[src/rtl/crc_stream_calculator.sv]
// crc_stream_calculator: streaming bytewise CRC over a valid/ready packet stream with a held result port.
// Define CRC_CHECK_EN to add o_ok, flagging results equal to CHECKVAL.
module crc_stream_calculator #(
  parameter int DATAWIDTH = 32,
  parameter int CRCWIDTH = 16,
  parameter logic [CRCWIDTH-1:0] POLYNOMIAL = 16'h8005,
  parameter logic [CRCWIDTH-1:0] INIT = 16'h0000,
  parameter logic [CRCWIDTH-1:0] XOROUT = 16'h0000,
  parameter bit REFIN = 1,
  parameter bit REFOUT = 1,
  parameter int EMPTYWIDTH = (DATAWIDTH / 8 > 1) ? $clog2(DATAWIDTH / 8) : 1,
  parameter logic [CRCWIDTH-1:0] CHECKVAL = 16'h0000
) (
  input  logic                  clk,
  input  logic                  reset,
  input  logic [DATAWIDTH-1:0]  i_dat,
  input  logic                  i_val,
  input  logic                  i_sop,
  input  logic                  i_eop,
  input  logic [EMPTYWIDTH-1:0] i_empty,
  output logic                  i_rdy,
  output logic [CRCWIDTH-1:0]   o_crc,
  output logic                  o_val,
`ifdef CRC_CHECK_EN
  output logic                  o_ok,
`endif
  input  logic                  o_rdy
);
  localparam int NB = DATAWIDTH / 8;
  typedef enum logic [1:0] {IDLE, BUSY, DONE} state_t;
  state_t state, state_d;
  logic [CRCWIDTH-1:0] crc_q, nxt, post;
  logic [CRCWIDTH-1:0] taps [0:NB];
  logic take;
  int used_n;
  function automatic logic [7:0] refl8(input logic [7:0] v);
    logic [7:0] r;
    for (int i = 0; i < 8; i++) r[i] = v[7-i];
    return r;
  endfunction
  function automatic logic [CRCWIDTH-1:0] refl(input logic [CRCWIDTH-1:0] v);
    logic [CRCWIDTH-1:0] r;
    for (int i = 0; i < CRCWIDTH; i++) r[i] = v[CRCWIDTH-1-i];
    return r;
  endfunction
  function automatic logic [CRCWIDTH-1:0] crc_byte(input logic [CRCWIDTH-1:0] c, input logic [7:0] b);
    logic [CRCWIDTH-1:0] r;
    r = c;
    for (int k = 7; k >= 0; k--) r = (r[CRCWIDTH-1] ^ b[k]) ? ((r << 1) ^ POLYNOMIAL) : (r << 1);
    return r;
  endfunction
  assign take = i_val & i_rdy & (i_sop | (state == BUSY));
  // Byte chain: taps[n] is the CRC after the first n bytes; the eop word selects its tap.
  always_comb begin
    taps[0] = i_sop ? INIT : crc_q;
    for (int i = 0; i < NB; i++)
      taps[i+1] = crc_byte(taps[i], REFIN ? refl8(i_dat[DATAWIDTH-1-8*i -: 8]) : i_dat[DATAWIDTH-1-8*i -: 8]);
    used_n = i_eop ? NB - ((int'(i_empty) > NB - 1) ? NB - 1 : int'(i_empty)) : NB;
    nxt = taps[NB];
    for (int i = 1; i < NB; i++) nxt = (i == used_n) ? taps[i] : nxt;
    post = (REFOUT ? refl(nxt) : nxt) ^ XOROUT;
  end
  always_ff @(posedge clk or negedge reset)
    if (!reset) state <= IDLE;
    else state <= state_d;
  always_comb
    state_d = take ? (i_eop ? DONE : BUSY) : ((state == DONE) && o_rdy) ? IDLE : state;
  always_comb begin
    o_val = state == DONE;
    i_rdy = (state != DONE) | o_rdy;
  end
  always_ff @(posedge clk or negedge reset)
    if (!reset) begin
      crc_q <= INIT;
      o_crc <= '0;
    end else if (take) begin
      crc_q <= nxt;
      if (i_eop) o_crc <= post;
    end
`ifdef CRC_CHECK_EN
  always_ff @(posedge clk or negedge reset)
    if (!reset) o_ok <= 1'b0;
    else if (take && i_eop) o_ok <= post == CHECKVAL;
`else
  logic unused_checkval;
  assign unused_checkval = ^CHECKVAL;
`endif
endmodule

[config.mk]
export PLATFORM = sky130hd
export DESIGN_NAME = crc_stream_calculator
export DESIGN_NICKNAME = d
export VERILOG_FILES = /design/src/rtl/crc_stream_calculator.sv
export SDC_FILE = /design/constraint.sdc
export NUM_CORES = 1
export LEC_CHECK = 0
export ABC_AREA = 1
export CAP_MARGIN = 20
export CELL_PAD_IN_SITES_DETAIL_PLACEMENT = 1
export CELL_PAD_IN_SITES_GLOBAL_PLACEMENT = 1
export CORE_UTILIZATION = 42
export CTS_CLUSTER_DIAMETER = 100
export CTS_CLUSTER_SIZE = 12
export DETAILED_ROUTE_END_ITERATION = 8
export PLACE_DENSITY = 0.89
export REMOVE_ABC_BUFFERS = 1
export SKIP_LAST_GASP = 1
export SLEW_MARGIN = 25
export SYNTH_ARGS = -nofsm -noshare
export SYNTH_HDL_FRONTEND = slang
export SYNTH_SLANG_ARGS = --single-unit
[constraint.sdc]
create_clock -name clk -period 13.4 [get_ports clk]
set_clock_uncertainty 0.05 [all_clocks]
set_input_delay 1.34 -clock clk [delete_from_list [all_inputs] [get_ports clk]]
set_output_delay 1.34 -clock clk [all_outputs]
set_load 0.03 [all_outputs]
==> impl_metrics.env <==
export IMPL_tightest_slew_ps=978.8
export IMPL_topRoutingLayerUsed="met4"
export IMPL_hold_viol=0
export IMPL_final_antenna_net_count=0
export IMPL_core_area_mm2=0.007848
export IMPL_finalCriticalPeriod_ps=7342
export IMPL_drcViolationCount=0
export IMPL_h_tree_depth=2
export IMPL_max_slew_margin_rel_pct=34.24
export IMPL_hp_class="reg -> reg"
export IMPL_overflow=0
export IMPL_drt_initial_drc_count=312
export IMPL_die_h_um=92.65
export IMPL_antenna_found_initial=0
export IMPL_slew_viol_final=0
export IMPL_n_fill_cell=1042
export IMPL_cts_tree="built"
export IMPL_grt_max_degree=35
export IMPL_synth_area_mm2=0.003451
export IMPL_die_area_mm2=0.008583
export IMPL_numCtsBuffers=5
export IMPL_cts_root_buf="clkbuf_8"
export IMPL_grt_setup_unrepaired="false"
export IMPL_place_hpwl_um=8766
export IMPL_yosysWarnings=0
export IMPL_setup_tns_ps=0
export IMPL_synth_ff_type="dfrtp_1"
export IMPL_crit_type="in -> reg"
export IMPL_layout_cells_non_filler=660
export IMPL_antenna_cells=0
export IMPL_place_gp_congestion=0.9508
export IMPL_ctsHoldBuffers=0
export IMPL_grt_pass1_vias=3606
export IMPL_dpl_cell_count=653
export IMPL_final_core_util_pct=53.30
export IMPL_fmax_ghz=0.1362
export IMPL_critPathMaxStageDelay_ps=480
export IMPL_yosys_register_bits=34
export IMPL_portBuffers=57
export IMPL_synth_edff_count=0
export IMPL_crit_path_frequent_cell="nand2_1"
export IMPL_ys_types=36
export IMPL_syn_inst=503
export IMPL_vias=3581
export IMPL_viasPerCell=5.426
export IMPL_clk_pin_slew_worst_paths_ps=60
export IMPL_start_kind="input port"
export IMPL_ctsResizeCount=0
export IMPL_end_kind="flop"
export IMPL_grt_usage_pct=26.52
export IMPL_min_period_over_period_pct=54.79
export IMPL_cp_max_fo=18
export IMPL_drive_gt1_share_pct=13.80
export IMPL_cp_required_ps=13520
export IMPL_synthArstFlopShare_pct=100.0
export IMPL_setup_viol=0
export IMPL_nets=599
export IMPL_status="finished, final reports clean"
export IMPL_wl_um=10780
export IMPL_drt_met1_wl_um=4758
export IMPL_wire_per_inst_um=16.33
export IMPL_postCtsSetupRepairBufs=0
export IMPL_clkLatencyLatePin_ps=280
export IMPL_area_growth_pct=21.21
export IMPL_crit_slowest_cell="clkdlybuf4s50_1"
export IMPL_grt_pass1_wl_um=17660
export IMPL_cap_violations=0
export IMPL_met2_length_um=5234
export IMPL_yosysSeqAreaShare_pct=24.66
export IMPL_start_util_pct=43.97
export IMPL_avgSynthCellArea_um2=6.860
export IMPL_io_pins=58
export IMPL_cts_sinks=34
export IMPL_critical_path_arrival_ps=7460
export IMPL_drt_pass1_iterations=5
export IMPL_hold_ws_ps=437.9
export IMPL_die_w_um=92.65
export IMPL_num_rows=32
export IMPL_wl_met3_um=616
export IMPL_clk_path_buf_depth=2
## critical path: cells and delay by family
family	cells	cell delay (ps)
AND/OR/NAND/NOR	56	5280
buffers and inverters	3	830
## path summary, 6_finish.rpt
| check | depth (start not counted) | end | slack (ps) | from |
|---|---|---|---|---|
| setup / recovery | 59 | crc_q[15] | 6060 | i_sop |
| hold reg to reg | 2 | o_crc[14] | 440 | o_crc[14] |
| setup reg to reg | 58 | crc_q[15] | 7550 | crc_q[15] |
| hold / removal | 2 | o_crc[14] | 440 | o_crc[14] |
| max in group asynchronous | 2 | crc_q[4] | 11570 | reset |
| min in group asynchronous | 2 | o_crc[14] | 1420 | reset |
## kinds of logic after synthesis
family,Yosys count,share of synthesized area (%)
compound gates,80,13.23
xor+xnor,52,14.07
fa+ha+maj,1,0.3625
buf+inv,80,9.209
flops,34,24.66
simple gates,256,38.47
## routing by layer
metal | vias to the layer above | global-route usage, %
met3 | 21 | 3.366
met4 | 0 | 6.282
met5 | - | 0
met2 | 136 | 46.67
li1 | 1733 | -
met1 | 1691 | 34.42
## cell usage after synthesis (5+ instances only)
master | n | area share, %
o211ai_1 | 6 | 1.3
nor2_1 | 14 | 1.5
o21ai_0 | 47 | 6.8
inv_1 | 64 | 7.0
a21oi_1 | 8 | 1.2
dfrtp_1 | 34 | 25
o21ai_1 | 6 | 0.87
clkbuf_1 | 5 | 0.54
nand3_2 | 17 | 4.9
nand2_2 | 26 | 4.7
nand2_1 | 119 | 13
xnor2_1 | 15 | 3.8
xor2_1 | 33 | 8.4
nand2_4 | 12 | 3.9
nand3_1 | 61 | 8.8
## cell usage in the layout, fill, tap and decap left out, drive strengths merged
| cell | n |
|---|---|
| a211oi | 1 |
| a21boi | 1 |
| a21oi | 8 |
| a22oi | 1 |
| buf | 2 |
| clkbuf | 7 |
| clkdlybuf4s50 | 57 |
| clkinv | 2 |
| dfrtp | 34 |
| ha | 1 |
| inv | 67 |
| nand2 | 157 |
| nand3 | 79 |
| nand3b | 2 |
| nor2 | 14 |
| nor3 | 2 |
| o211ai | 6 |
| o21a | 1 |
| o21ai | 56 |
| o21bai | 1 |
| o221ai | 3 |
| o22ai | 2 |
| or2 | 2 |
| xnor2 | 16 |
| xor2 | 36 |
## through the flow
stage	setup slack [ps]	cell area (µm²)
final	6058	4183
after global routing	5451	4183
after CTS	6103	4183
after detailed placement	5855	4106
after global placement	6140	4106
after floorplan	7420	3393
## cell type report
class                           count  area [µm²]  share of cell area (%)
Clock buffer                        7       76.32                   1.825
Timing Repair Buffer               59       585.6                   14.00
Inverter                           69       260.3                   6.222
Tap cell                          102       127.6                   3.051
Multi-Input combinational cell    389        2282                   54.56
Sequential cell                    34       850.8                   20.34
## sequential cells by signal, indices dropped and copies added, names as in the netlist
register  count
crc_q        16
o_crc        16
state         2
Power is left out: the tool's default activity adds up to more than one toggle a clock period on the data nets, which glitch-free logic cannot reach.
